File: config.mk
export PLATFORM = sky130hd
export DESIGN_NAME = seven_seg_scan
export DESIGN_NICKNAME = d
export VERILOG_FILES = /design/src/rtl/seven_seg_pkg.sv /design/src/rtl/seven_seg_hex_decode.sv /design/src/rtl/seven_seg_scan.sv
export SDC_FILE = /design/constraint.sdc
export NUM_CORES = 1
export LEC_CHECK = 0
export ABC_CLOCK_PERIOD_IN_PS = 3600
export BUFFER_PORTS_ARGS = -buffer_cell sky130_fd_sc_hd__buf_4
export CAP_MARGIN = 20
export CORE_ASPECT_RATIO = 1.2
export CORE_UTILIZATION = 57
export DETAILED_ROUTE_END_ITERATION = 10
export GPL_ROUTABILITY_DRIVEN = 0
export GPL_TIMING_DRIVEN = 0
export PLACE_DENSITY = 0.78
export SETUP_SLACK_MARGIN = 0.4
export SLEW_MARGIN = 25
export SYNTH_ARGS = -nofsm -noshare
export SYNTH_HDL_FRONTEND = slang
export SYNTH_SLANG_ARGS = --single-unit
File: constraint.sdc
create_clock -name clk -period 3.6 [get_ports clk]
set_clock_uncertainty 0.1 [all_clocks]
set_input_delay 0.72 -clock clk [delete_from_list [all_inputs] [get_ports clk]]
set_output_delay 0.72 -clock clk [all_outputs]
set_load 0.01 [all_outputs]
File: src/rtl/seven_seg_pkg.sv
// Shared types and constants for the seven-segment scan driver.
// Holds the segment word type, the dark-segment pattern and the
// hex-to-segment glyph table used by the decoder.
package seven_seg_pkg;

  // {dp,g,f,e,d,c,b,a}, 1 = lit (before any output inversion)
  typedef logic [7:0] seg_t;

  localparam seg_t SEG_OFF = 8'h00;

  // Glyphs for hex 0..F, bits {g,f,e,d,c,b,a}. Entry [15] is listed first.
  localparam logic [15:0][6:0] HEX_SEG = {
    7'h71, 7'h79, 7'h5E, 7'h39,   // F E d C
    7'h7C, 7'h77, 7'h6F, 7'h7F,   // b A 9 8
    7'h07, 7'h7D, 7'h6D, 7'h66,   // 7 6 5 4
    7'h4F, 7'h5B, 7'h06, 7'h3F    // 3 2 1 0
  };

  function automatic logic [6:0] hex_to_seg(input logic [3:0] nibble);
    return HEX_SEG[nibble];
  endfunction

endpackage

File: src/rtl/seven_seg_hex_decode.sv
// Combinational hex-digit decoder: nibble + decimal point + blank -> seg_t.
// Ports: nibble (hex digit), dp (decimal point, 1 = lit),
//        blank (1 = force g..a dark), seg (decoded {dp,g..a}, active-high).
module seven_seg_hex_decode
  import seven_seg_pkg::*;
(
  input  logic [3:0] nibble,
  input  logic       dp,
  input  logic       blank,
  output seg_t       seg
);

  always_comb begin
    seg = SEG_OFF;
    // The decimal point stays live on a blanked digit so fixed-point
    // readouts keep their dot even when the leading digits are suppressed.
    seg[7] = dp;
    if (!blank) begin
      seg[6:0] = hex_to_seg(nibble);
    end
  end

endmodule

File: src/rtl/seven_seg_scan.sv
// Time-multiplexed driver for an N-digit common-anode seven-segment display.
// Ports: clk, rst (sync, active-high), load (capture value/dp_in), value
//        (hex nibbles, [3:0] = digit 0), dp_in (per-digit dot), enable,
//        seg ({dp,g..a}), an (active-low digit enables), frame_done (pulse).
module seven_seg_scan
  import seven_seg_pkg::*;
#(
  parameter int NUM_DIGITS     = 4,
  parameter int CLK_DIV        = 100000,
  parameter int SEG_ACTIVE_LOW = 0,
  parameter int BLANK_LEADING  = 1
) (
  input  logic                    clk,
  input  logic                    rst,
  input  logic                    load,
  input  logic [4*NUM_DIGITS-1:0] value,
  input  logic [NUM_DIGITS-1:0]   dp_in,
  input  logic                    enable,
  output logic [7:0]              seg,
  output logic [NUM_DIGITS-1:0]   an,
  output logic                    frame_done
);

  localparam int   DIV_W    = (CLK_DIV > 1) ? $clog2(CLK_DIV) : 1;
  localparam int   POS_W    = (NUM_DIGITS > 1) ? $clog2(NUM_DIGITS) : 1;
  localparam logic [DIV_W-1:0] DIV_LAST = DIV_W'(CLK_DIV - 1);
  localparam logic [POS_W-1:0] POS_LAST = POS_W'(NUM_DIGITS - 1);
  // Polarity is applied once, at the output register.
  localparam seg_t SEG_XOR  = (SEG_ACTIVE_LOW != 0) ? 8'hFF : 8'h00;
  localparam seg_t SEG_IDLE = SEG_OFF ^ SEG_XOR;

  logic [DIV_W-1:0]        div_cnt;
  logic [POS_W-1:0]        pos;
  logic [4*NUM_DIGITS-1:0] shadow_val;
  logic [NUM_DIGITS-1:0]   shadow_dp;
  logic [4*NUM_DIGITS-1:0] disp_val;
  logic [NUM_DIGITS-1:0]   disp_dp;

  logic                    tc;
  logic                    wrap;
  logic                    zero_above;
  logic [NUM_DIGITS-1:0]   blank_mask;
  logic [NUM_DIGITS-1:0]   digit_sel;
  logic [3:0]              sel_nibble;
  logic                    sel_dp;
  logic                    sel_blank;
  seg_t                    cur_seg;

  assign tc         = (div_cnt == DIV_LAST);
  assign wrap       = tc && (pos == POS_LAST);
  assign frame_done = wrap;

  // Leading-zero mask: walk from the most significant digit down, blanking
  // while every nibble seen so far (inclusive) is zero. Digit 0 always shows.
  always_comb begin
    zero_above = 1'b1;
    blank_mask = '0;
    for (int i = NUM_DIGITS - 1; i >= 0; i--) begin
      zero_above    = zero_above && (disp_val[4*i +: 4] == 4'h0);
      blank_mask[i] = (BLANK_LEADING != 0) && (i != 0) && zero_above;
    end
  end

  // Mux the active digit by comparison rather than a variable part-select so
  // non-power-of-two digit counts never index past the buffer.
  always_comb begin
    digit_sel  = '0;
    sel_nibble = 4'h0;
    sel_dp     = 1'b0;
    sel_blank  = 1'b0;
    for (int i = 0; i < NUM_DIGITS; i++) begin
      if (pos == POS_W'(i)) begin
        digit_sel[i] = 1'b1;
        sel_nibble   = disp_val[4*i +: 4];
        sel_dp       = disp_dp[i];
        sel_blank    = blank_mask[i];
      end
    end
  end

  seven_seg_hex_decode u_decode (
    .nibble (sel_nibble),
    .dp     (sel_dp),
    .blank  (sel_blank),
    .seg    (cur_seg)
  );

  always_ff @(posedge clk) begin
    if (rst) begin
      div_cnt    <= '0;
      pos        <= '0;
      shadow_val <= '0;
      shadow_dp  <= '0;
      disp_val   <= '0;
      disp_dp    <= '0;
      an         <= '1;
      seg        <= SEG_IDLE;
    end else begin
      div_cnt <= tc ? '0 : div_cnt + DIV_W'(1);
      if (tc) begin
        pos <= (pos == POS_LAST) ? '0 : pos + POS_W'(1);
      end

      if (load) begin
        shadow_val <= value;
        shadow_dp  <= dp_in;
      end

      // The display buffer only changes between frames, so a frame never
      // mixes digits from two values. A load on the wrap cycle bypasses the
      // shadow so it is not delayed by a whole extra frame.
      if (wrap) begin
        disp_val <= load ? value : shadow_val;
        disp_dp  <= load ? dp_in : shadow_dp;
      end

      // Both outputs come from one-hot/registered state, so at most one
      // anode is ever low and no overlap cycle can occur.
      an  <= enable ? ~digit_sel : '1;
      seg <= enable ? (cur_seg ^ SEG_XOR) : SEG_IDLE;
    end
  end

endmodule
# == Yosys cells after proc, flatten, opt, wreduce, memory -nomap -nowiden ==
# Memories as Yosys holds them, arrays and structs flattened. A register that Yosys moved wholly into a read port is not among the register bits.
# Index checks and enable logic that the tools add are counted.
# W data, S select, Z words.
# op_classes
n_eq_ne,4
n_mux,18
n_bitwise,2
reduce_logical,10
addsub,2
# op_table
cell,count
$mux W4,5
$add A17 B1 Y17 const B,1
$eq A17 B17 Y1 const B,1
$mux W16,1
$logic_not A4 Y1,3
$mux W1,11
$eq A2 B2 Y1 const B,2
$not A4 Y4,1
$reduce_or A2 Y1,2
$logic_and A1 B1 Y1,3
$reduce_or A3 Y1,1
$add A2 B1 Y2 const B,1
$eq A2 B1 Y1 const B,1
$logic_not A2 Y1,1
$mux W2,1
$not A1 Y1,1
# word_totals
in_bits,24
word_cells,45
mem_count,1
out_inout_bits,13
regBits,64
mem_bits_ro,112
# mem_list
memory,depth,width,rd,rd_ports_with_merged_regs,write_ports,line_no,source
(name not given),16,7,1,1,0,seven_seg_pkg.sv:20,return HEX_SEG[nibble];

# == Depth between registers and ports, before layout ==
# Gate-level depths: netlist (run 1).
# logic_depth
ltp_word,7
mapped_depth,11
mapped_depth_nobuf,10

# == Cells and area by module ==
# From an unflattened synthesis (run 1), not the netlist that was laid out.
# unflattened
cells_unflattened,335
hier_area_um2,3279.4
# by_module_without_submodules
mod,area_each_um2,instances,cells_per_inst,seq_area_each_um2
seven_seg_scan,3004.1,1,300,1421.4
seven_seg_hex_decode,275.3,1,35,0.0

# == Worst setup path before layout (run 1) ==
# Ideal clock, no wire load.
# synth_path
path_type,reg-to-reg
start,reg pos[0]
end,reg seg[3]
setup_ns,0.136
required_ns,3.364
n_path_buf,1
setup_slack_ns,1.075
stages_incl_launch_ff,12
synth_period_minus_slack_ns,2.525
t_arrival_ns,2.289
path_cell_list,dfxtp_1 -> inv_1 -> ha_1 -> buf_6 -> nor2_1 -> o211ai_1 -> o21ai_0 -> inv_1 -> ha_1 -> or2b_1 -> o211ai_1 -> a21oi_1
# synth_via
elab_chain_cells,5
word_cells_on_any_way,12
classes_between,eq/ne (3); mux (7); reduce/logical (2)
# synth_lines
item,line_no,source
start: declaration,seven_seg_scan.sv:33,logic [POS_W-1:0] pos;
start signal: assignment,seven_seg_scan.sv:101,pos <= (pos == POS_LAST) ? '0 : pos + POS_W'(1);
$eq A2 B1 Y1 / $logic_not A2 Y1 (equally long branches),seven_seg_scan.sv:72,if (pos == POS_W'(i)) begin
$mux W1 / $mux W4 (equally long branches) (3 in series),seven_seg_scan.sv:72,
$reduce_or A3 Y1 (no source line) / $mux W4 (equally long branches),n/a,
end: declaration,seven_seg_scan.sv:19,"output logic [7:0] seg,"
# Several ways; a longest one is shown, not always the timed one.
# A chain may end at the register's enable or synchronous reset.

# == Final worst setup path (run 1) ==
# Ends and elaborated chain as after synthesis.

==> results.py, run 1 <==
metrics = {
    "yosys": {
        "yosys_warnings": 0,
        "synth_top_family_by_area": "simple AND/OR/NAND/NOR gates",
        "ys_ff_latch": 71,
        "synth_area_sq_um": 3131,
        "synth_adder_area_share_pct": 4.796,
        "syn_avg_cell_area_sq_um": 9.573,
        "yosysUniqueCellTypes": 40,
        "synth-edff-count": 0,
        "netlist_instances": 327,
        "ys.flop_type": "dfxtp_1",
        "synth_xor_area_share_pct": 4.197,
        "yosys.area_share.simple_pct": 21.98,
        "synth-compound-area-share_pct": 11.79,
        "syn_nets": 363,
        "synthMuxAreaShare_pct": 7.354,
        "async_reset_ff_share_pct": 0,
        "seq_area_frac_synth_pct": 45.40,
    },
    "place": {
        "place.port_buffers": 35,
        "pre_cts_ws_ps": 767.6,
        "dp_hpwl_mm": 4.461,
    },
    "final_layout": {
        "n_antenna_cell": 0,
        "num-nets-final": 409,
        "regArea_sq_um": 1421,
        "drive_gt1_share_pct": 17.46,
        "multiInputGateArea_sq_um": 1569,
        "fill_cells": 428,
        "syn2layout_area_growth_pct": 17.11,
    },
    "floorplanning": {
        "pin_count": 37,
        "die_area_sq_um": 5793,
        "die_w_um": 69.65,
        "initial_utilization_pct": 59.09,
        "die_h_um": 83.18,
        "coreArea_sq_um": 5298,
        "rows": 29,
    },
    "clock_tree": {
        "cts_root_buf": "clkbuf_8",
        "clkTransAtPathRegs_ps": 70,
        "cts_tree": "built",
        "cts_setup_buffers": 0,
        "clkLatencyLatePin_ps": 350,
        "clk_path_buf_depth": 2,
        "clock_sinks": 71,
        "hold_buffers": 0,
        "numCtsBuffers": 9,
        "htreeDepth": 3,
        "cts_resized": 0,
    },
    "flow_run": {
        "cap_viol_max_count": 0,
    },
    "global_routing": {
        "grt.total_usage_pct": 23.30,
        "grt_overflow_total": 0,
        "grt_pass1_vias": 2355,
        "grt_start_max_net_pins": 12,
        "grt_pass1_wl_mm": 10.72,
        "antenna_found_initial": 0,
    },
    "setup_path": {
        "worstPathCellList": "inv_1 -> ha_1 -> buf_6 -> nor2_1 -> o211ai_1 -> o21ai_0 -> inv_1 -> ha_1 -> or2b_1 -> o211ai_1 -> a21oi_1",
        "max_stage_delay_ps": 400,
        "crit_buf_inv": 3,
        "critPathRequiredTime_ps": 3720,
        "crit_fanout": 10,
        "crit_arrival_ps": 2960,
        "critPathSlowestCell": "dfxtp_1",
        "cp-start-kind": "register",
        "path_class": "register to register",
        "worst_setup_path_end_kind": "register",
        "critPathTopFamily": "compound AO/OA/AOI/OAI gates",
    },
    "detailed_routing": {
        "num_vias": 2444,
        "vias_per_cell": 5.555,
        "ant_nets": 0,
        "wl_per_cell_um": 14.11,
        "first_pass_iters": 5,
        "wirelength_mm": 6.210,
        "drcViolationCount": 0,
        "drt_iter0_drc": 146,
    },
    "hold_path": {
        "min_path_type": "register to register",
    },
    "power_and_ir_drop": {
        "leakage_uw": 0.001476,
        "powerDensity_nw_per_um2": 413.3,
        "ir_drop_mv": 0.2720,
    },
    "run_status": {
        "status": "complete, no violations",
    },
    "timing": {
        "period_needed_ps": 2849,
        "slew_headroom_pct": 47.13,
        "max_freq_mhz": 351.0,
        "rsz0062_at_grt": "false",
        "setup_tns_ps": 0,
        "worst_slew_pin_slew_ps": 784.8,
        "finalHoldViolCount": 0,
        "finalWorstSetupSlack_ps": 751.3,
        "slew_violations": 0,
        "period_share_pct": 79.13,
        "setup_viol": 0,
    },
}
[synth_stat cells (2+ instances only)]
cell type  count  area (sq um)
nor4_1         3         18.77
nand4_1        5         31.28
nor3b_1        4         30.03
a21oi_1        8         40.04
ha_1          12         150.1
buf_6          3         33.78
dfxtp_1       71          1421
buf_2          6         30.03
o21ai_0        6         30.03
nor2b_1        3         18.77
o211ai_1       2         15.01
and2_1         3         18.77
nand3_1        5         25.02
nor2_1        47         176.4
mux2i_1       23         230.2
and3_1         2         12.51
a211oi_1       4         30.03
a311oi_4       2         52.55
nand2b_1       3         18.77
clkbuf_1       8         30.03
o31ai_1       20         150.1
xor2_1         9         78.83
inv_1          9         33.78
nand3b_1      21         157.7
or3_1          2         12.51
and4_1         2         17.52
xnor2_1        6         52.55
a221oi_1       3         26.28
nand2_1       24         90.09
[per-layer routing]
layer | GRT usage (%) | up-vias | routed length [um]
li1 | - | 1232 | -
met1 | 27.81 | 1143 | 2767
met2 | 38.57 | 57 | 3067
met3 | 4.612 | 12 | 230
met4 | 13.82 | 0 | 144
met5 | 0 | - | 0
[per-stage QoR]
| step | hold WS, ps | std cells | util [%] | area [sq um] | total power [uW] |
|---|---|---|---|---|---|
| 2_1_floorplan | 341.7 | 327 | - | 3131 | 880.6 |
| 3_3_place_gp | 356.0 | 424 | 65.52 | 3471 | 918.1 |
| 3_5_place_dp | 365.4 | 424 | 65.52 | 3471 | 920.3 |
| 4_1_cts | 382.3 | 440 | 69.20 | 3666 | 1524 |
| 5_1_grt | 395.4 | 440 | 69.20 | 3666 | 1566 |
| 6_report | 378.0 | 440 | 69.20 | 3666 | 1515 |
[sequential cells by signal, summed over array words and instances (netlist names)]
name	flops
disp_val	16
disp_dp	4
seg	8
pos	2
shadow_dp	4
div_cnt	17
an	4
shadow_val	16
[report_power, final]
group | switching [uW] | leakage [uW] | internal, uW
Sequential | 7.47 | 0.000579 | 805
Clock | 289 | 0.0000987 | 325
Combinational | 45.0 | 0.000798 | 43.5
[cell type report]
class | count | share of cell area [%]
multi-input combinational | 228 | 42.80
sequential | 71 | 38.77
timing repair buffer | 35 | 7.167
clock buffer | 14 | 4.983
buffer | 19 | 2.901
tap | 62 | 2.116
inverter | 9 | 0.9215
clock inverter | 2 | 0.3413
[cells in the final DEF, fill, tap and decap left out, types with 8 or more instances in the layout]
master	n
dfxtp_1	71
nor2_1	47
buf_4	36
nand2_1	24
mux2i_1	23
nand3b_1	21
o31ai_1	20
clkbuf_8	13
ha_1	12
inv_1	9
clkbuf_1	9
xor2_1	9
a21oi_1	8
[kinds of logic (layout without fill, tap and decap cells)]
group           after synthesis  after routing
flops                        71             71
buf+inv                      28             79
xor+xnor                     15             15
compound gates               48             48
mux                          23             23
simple gates                130            130
fa+ha+maj                    12             12
[path summary, 6_finish.rpt]
kind,start,slack [ps],cells past startpoint,to
setup / recovery,pos[0]$_SDFFE_PP0N_,750,11,seg[3]$_SDFF_PP0_
hold reg to reg,div_cnt[0]$_SDFF_PP0_,380,1,div_cnt[0]$_SDFF_PP0_
hold / removal,div_cnt[0]$_SDFF_PP0_,380,1,div_cnt[0]$_SDFF_PP0_
setup reg to reg,pos[0]$_SDFFE_PP0N_,750,11,seg[3]$_SDFF_PP0_
[worst register-to-register path: cells and delay by family, from the launching register on]
| family | cells | cell delay [ps] |
|---|---|---|
| fa+ha+maj | 2 | 560 |
| compound gates | 4 | 650 |
| buf+inv | 3 | 430 |
| flops | 1 | 400 |
| simple gates | 2 | 590 |
Note: power is estimated with default switching activity, not from simulation.
==> inputs of run 2 (changes only) <==
--- a/config.mk
+++ b/config.mk
@@ -5,15 +5,15 @@
 export SDC_FILE = /design/constraint.sdc
 export NUM_CORES = 1
 export LEC_CHECK = 0
-export ABC_CLOCK_PERIOD_IN_PS = 3600
+export ABC_CLOCK_PERIOD_IN_PS = 2350
 export BUFFER_PORTS_ARGS = -buffer_cell sky130_fd_sc_hd__buf_4
 export CAP_MARGIN = 20
 export CORE_ASPECT_RATIO = 1.2
-export CORE_UTILIZATION = 57
+export CORE_UTILIZATION = 52
 export DETAILED_ROUTE_END_ITERATION = 10
 export GPL_ROUTABILITY_DRIVEN = 0
 export GPL_TIMING_DRIVEN = 0
-export PLACE_DENSITY = 0.78
+export PLACE_DENSITY = 0.75
 export SETUP_SLACK_MARGIN = 0.4
 export SLEW_MARGIN = 25
 export SYNTH_ARGS = -nofsm -noshare
==> constraint.sdc (replaced) <==
create_clock -name clk -period 2.35 [get_ports clk]
set_clock_uncertainty 0.1 [all_clocks]
set_input_delay 0.47 -clock clk [delete_from_list [all_inputs] [get_ports clk]]
set_output_delay 0.47 -clock clk [all_outputs]
set_load 0.01 [all_outputs]
==> run 2 against run 1 <==
Sequential share of layout area shrank 8.9 points. Combinational power grew 110%. Largest power group unchanged. Hold slack lost 92 ps. Die area grew 9.4%. The flow now finishes with violations (negative setup slack). Largest cell class unchanged.
==> results.py, run 2 (synthesis gave the netlist of run 1 again) <==
metrics = {
    "run_status": {
        "status": "finished, violations left",
        "violations": "negative setup slack",
    },
    "power_and_ir_drop": {
        "internal_power_uw": 1821,
        "ir_drop_mv": 0.4580,
        "powerDensity_nw_per_um2": 495.8,
        "leakage_uw": 0.001881,
        "combPwrFrac_pct": 7.6,
        "clock_power_share_pct": 40.4,
        "p_sw_uw": 569.7,
        "seqPwrFrac_pct": 52.0,
        "power_uw": 2391,
        "switching_share_pct": 23.83,
    },
    "global_routing": {
        "antenna_found_initial": 0,
        "grt_start_max_net_pins": 12,
        "grt.total_usage_pct": 25.04,
        "grt_pass1_vias": 2626,
        "grt_pass1_wl_mm": 11.90,
        "grt_overflow_total": 0,
    },
    "setup_path": {
        "crit_arrival_ps": 1860,
        "critPathSlowestCell": "nor4b_4",
        "path_class": "register to output pin",
        "crit_fanout": 4,
        "crit_buf_inv": 3,
        "critPathTopFamily": "simple AND/OR/NAND/NOR gates",
        "critPathRequiredTime_ps": 1780,
        "max_stage_delay_ps": 460,
        "cp-start-kind": "register",
        "crit_top_cell": "buf_6",
        "worstPathCellList": "nor4b_4 -> nand4_1 -> buf_6 -> inv_4 -> buf_6",
        "worst_setup_path_end_kind": "output pin",
    },
    "timing": {
        "whs_ps": 285.9,
        "slew_headroom_pct": 52.13,
        "period_share_pct": 103.5,
        "slew_violations": 0,
        "finalHoldViolCount": 0,
        "finalWorstSetupSlack_ps": -82.00,
        "max_freq_mhz": 411.2,
        "period_needed_ps": 2432,
        "worst_slew_pin_slew_ps": 713.2,
        "rsz0062_at_grt": "true",
        "setup_viol": 1,
    },
    "final_layout": {
        "multiInputGateArea_sq_um": 2102,
        "fill_cells": 314,
        "final_cell_mix": "dfxtp_1, buf_4, buf_6, nor2_1, mux2i_1",
        "regArea_sq_um": 1443,
        "num-nets-final": 461,
        "reg_top3": "div_cnt (17), disp_val (16), shadow_val (16)",
        "n_antenna_cell": 0,
        "drive_gt1_share_pct": 46.03,
        "final_common_cell": "dfxtp_1",
        "largest_register_ffs": 17,
        "regMostFlops": "div_cnt",
        "syn2layout_area_growth_pct": 54.04,
    },
    "detailed_routing": {
        "wirelength_mm": 9.619,
        "vias_per_cell": 5.705,
        "num_vias": 2898,
        "first_pass_iters": 5,
        "drcViolationCount": 0,
        "drt_iter0_drc": 189,
        "wl_per_cell_um": 18.94,
        "ant_nets": 0,
    },
    "floorplanning": {
        "die_area_sq_um": 6336,
        "coreArea_sq_um": 5743,
        "die_h_um": 87.00,
        "pin_count": 37,
        "die_w_um": 72.83,
        "initial_utilization_pct": 54.51,
        "rows": 30,
    },
    "flow_run": {
        "cap_viol_max_count": 0,
    },
    "hold_path": {
        "min_path_type": "primary input to register",
    },
    "clock_tree": {
        "clkTransAtPathRegs_ps": 70,
        "cts_root_buf": "clkbuf_8",
        "clk_path_buf_depth": 2,
        "htreeDepth": 3,
        "numCtsBuffers": 9,
        "cts_tree": "built",
        "clock_sinks": 71,
        "clkLatencyLatePin_ps": 360,
    },
    "place": {
        "dp_hpwl_mm": 4.658,
        "place.port_buffers": 35,
    },
}
run 2: cell count changes in the layout (fill, tap and decap cells not counted), moves of 10 or more:
| cell | delta |
|---|---|
| nor2_1 | -18 |
| ha_4 | +10 |
| buf_4 | +18 |
| buf_6 | +33 |
| ha_1 | -12 |
| nor2_4 | +13 |
run 2: tightest hold or removal path, cell delays in order:
cell and delay (ps):
buf_4 80, mux2i_1 70, nor2_1 80
run 2: final timing paths:
kind | start | endpoint | slack (ps) | cells past startpoint
setup / recovery | div_cnt[13]$_SDFF_PP0_ | frame_done | -80 | 5
hold / removal | dp_in[2] | shadow_dp[2]$_SDFF_PP0_ | 290 | 3
setup reg to reg | pos[1]$_SDFFE_PP0N_ | seg[3]$_SDFF_PP0_ | 20 | 10
hold reg to reg | shadow_dp[1]$_SDFF_PP0_ | shadow_dp[1]$_SDFF_PP0_ | 400 | 2
run 2: layout make-up:
class	instances	area share [%]
inverters	9	1.064
repair buffers	87	16.48
clock buffers	10	2.854
plain buffers	19	3.036
multi-input cells	228	43.59
clock inverters	4	0.9860
well taps	80	2.076
flip-flops and latches	71	29.92
run 2: stage by stage:
step | TNS (ps) | util (%) | setup slack (ps) | area (sq um) | cells
2_1_floorplan | 0 | - | 249.5 | 3214 | 327
3_3_place_gp | 0 | 62.29 | 71.17 | 3577 | 442
6_report | -82.00 | 83.97 | -82.00 | 4822 | 508
5_1_grt | -190.7 | 83.97 | -128.5 | 4822 | 508
3_5_place_dp | 0 | 62.29 | 17.92 | 3577 | 442
4_1_cts | 0 | 71.02 | 139.7 | 4079 | 482
run 2: what timing repair did:
item                                    in CTS  in global routing
gates cloned                                 1                  2
hold buffers                                 0                  0
pin swaps                                   14                 31
resized for setup                           39                121
setup buffers                               25                 24
endpoints found under the setup margin      17                 42
run 2: power by group through the flow:
stage	Combinational [uW]	Sequential [uW]	Clock [uW]
2_1_floorplan	75.1	1270	0
3_3_place_gp	134	1270	0
3_5_place_dp	136	1270	0
4_1_cts	141	1240	949
5_1_grt	198	1250	1010
6_report	183	1240	965
run 2: layer usage:
layer	GRT usage [%]	vias to the layer above	share of wire [%]	wire length [um]
li1	-	1353	-	-
met1	29.94	1390	41	3910
met2	40.95	119	51	4887
met3	5.093	36	4.6	447
met4	15.69	0	3.9	374
met5	0	-	0	0
==> inputs of run 3 (changes only) <==
--- a/config.mk
+++ b/config.mk
@@ -14,6 +14,7 @@
 export GPL_ROUTABILITY_DRIVEN = 0
 export GPL_TIMING_DRIVEN = 0
 export PLACE_DENSITY = 0.75
+export RECOVER_POWER = 100
 export SETUP_SLACK_MARGIN = 0.4
 export SLEW_MARGIN = 25
 export SYNTH_ARGS = -nofsm -noshare
==> run 3 against run 2 <==
The run still ends with negative setup slack left. Non-clock buffer count is the same. Combinational power shrank 3%. First-iteration DRC count shrank 11%. Sequential power is essentially flat. Count of clock-buffer cells in the layout is the same. Routed wire length shrank 0.11%. Register-to-register slack is essentially flat. Worst setup slack lost 1.7 ps. Sequential share of layout area grew 0.32 points. Via count shrank 0.97%. Design area shrank 1.1%. Largest cell class unchanged. Largest power group unchanged.
==> results.py, run 3 (synthesis gave the netlist of run 1 again) <==
metrics = {
    "clock_tree": {
        "htreeDepth": 3,
        "cts_tree": "built",
        "clkTransAtPathRegs_ps": 70,
        "cts_root_buf": "clkbuf_8",
        "hold_buffers": 0,
        "clk_path_buf_depth": 2,
        "clock_sinks": 71,
        "clkLatencyLatePin_ps": 360,
        "numCtsBuffers": 9,
    },
    "floorplanning": {
        "die_h_um": 87.00,
        "die_area_sq_um": 6336,
        "die_w_um": 72.83,
        "rows": 30,
        "initial_utilization_pct": 54.51,
        "pin_count": 37,
        "coreArea_sq_um": 5743,
    },
    "detailed_routing": {
        "num_vias": 2870,
        "ant_nets": 0,
        "wirelength_mm": 9.608,
        "drcViolationCount": 0,
        "first_pass_iters": 4,
        "wl_per_cell_um": 18.91,
        "drt_iter0_drc": 169,
        "vias_per_cell": 5.650,
    },
    "power_and_ir_drop": {
        "switching_share_pct": 23.73,
        "p_sw_uw": 565.0,
        "ir_drop_mv": 0.4533,
        "seqPwrFrac_pct": 52.2,
        "combPwrFrac_pct": 7.4,
        "power_uw": 2380,
        "powerDensity_nw_per_um2": 499.0,
        "internal_power_uw": 1815,
        "clock_power_share_pct": 40.4,
        "leakage_uw": 0.001826,
    },
    "final_layout": {
        "regMostFlops": "div_cnt",
        "final_common_cell": "dfxtp_1",
        "syn2layout_area_growth_pct": 52.40,
        "reg_top3": "div_cnt (17), disp_val (16), shadow_val (16)",
        "final_cell_mix": "dfxtp_1, buf_4, buf_6, nor2_1, clkbuf_1",
        "n_antenna_cell": 0,
        "largest_register_ffs": 17,
        "num-nets-final": 461,
        "drive_gt1_share_pct": 42.52,
        "post-route-util_pct": 83.07,
    },
    "timing": {
        "max_freq_mhz": 410.9,
        "worst_slew_pin_slew_ps": 713.0,
        "slew_violations": 0,
        "period_needed_ps": 2434,
        "finalHoldViolCount": 0,
        "rsz0062_at_grt": "true",
        "period_share_pct": 103.6,
        "setup_viol": 1,
        "finalWorstSetupSlack_ps": -83.71,
        "whs_ps": 291.4,
        "slew_headroom_pct": 52.15,
    },
    "run_status": {
        "violations": "negative setup slack",
        "status": "finished, violations left",
    },
    "global_routing": {
        "grt_overflow_total": 0,
        "grt_pass1_wl_mm": 11.90,
        "grt_pass1_vias": 2626,
        "antenna_found_initial": 0,
        "grt.total_usage_pct": 25.04,
        "grt_start_max_net_pins": 12,
    },
    "setup_path": {
        "cp-start-kind": "register",
        "crit_arrival_ps": 1860,
        "critPathRequiredTime_ps": 1780,
        "worst_setup_path_end_kind": "output pin",
        "crit_fanout": 4,
        "path_class": "register to output pin",
    },
    "place": {
        "place.port_buffers": 35,
        "dp_hpwl_mm": 4.658,
    },
    "flow_run": {
        "cap_viol_max_count": 0,
    },
    "hold_path": {
        "min_path_type": "primary input to register",
    },
}
run 3: cell types whose count changed in the layout (fill, tap and decap cells not counted), sizes merged:
cell	change
clkbuf	+15
buf	-15
run 3: what timing repair did:
action                     4_1_cts  5_1_grt
gates cloned                     1        2
setup buffers                   25       24
resized for setup               39      121
hold endpoints to repair         0        0
pin swaps                       14       31
setup endpoints to repair       17       42
run 3: path summary, 6_finish.rpt:
| check | startpoint | end | slack [ps] | depth (start not counted) |
|---|---|---|---|---|
| hold / removal | dp_in[2] | shadow_dp[2]$_SDFF_PP0_ | 290 | 3 |
| setup reg to reg | pos[1]$_SDFFE_PP0N_ | seg[3]$_SDFF_PP0_ | 20 | 10 |
| setup / recovery | div_cnt[13]$_SDFF_PP0_ | frame_done | -80 | 5 |
| hold reg to reg | shadow_dp[1]$_SDFF_PP0_ | shadow_dp[1]$_SDFF_PP0_ | 400 | 2 |
run 3: power by group through the flow:
stage               sequential, uW  clock [uW]  combinational (uW)
finish                        1240         961                 177
global route                  1250        1010                 192
CTS                           1240         949                 141
detailed placement            1270           0                 136
global placement              1270           0                 134
floorplan                     1270           0                75.1
run 3: worst max-delay path: stages, from the launching register on:
cell,delay (ps)
dfxtp_1,370
nor4b_4,460
nand4_1,310
buf_6,230
inv_4,50
buf_6,90
run 3: area by class of cell:
cell class / instances / area, sq um
flip-flops and latches: 71 / 1443
repair buffers: 87 / 745.7
plain buffers: 19 / 143.9
fillers: 327 / 972.2
clock buffers: 10 / 137.6
inverters: 9 / 51.30
multi-input cells: 228 / 2102
well taps: 80 / 100.1
clock inverters: 4 / 47.55
run 3: metrics by stage:
stage	setup TNS, ps	worst slack (ps)	area, sq um	std cells
after floorplan	0	249.5	3214	327
after global placement	0	71.17	3577	442
after detailed placement	0	17.92	3577	442
after CTS	0	139.7	4079	482
after global routing	-190.7	-128.5	4771	508
final	-83.71	-83.71	4771	508
run 3: routing by layer:
metal / wire [um] / share of wire (%) / vias up / track usage (%)
li1: - / - / 1352 / -
met3: 360 / 3.7 / 32 / 5.093
met4: 344 / 3.6 / 0 / 15.69
met1: 3968 / 41 / 1386 / 29.94
met5: 0 / 0 / - / 0
met2: 4934 / 51 / 100 / 40.95
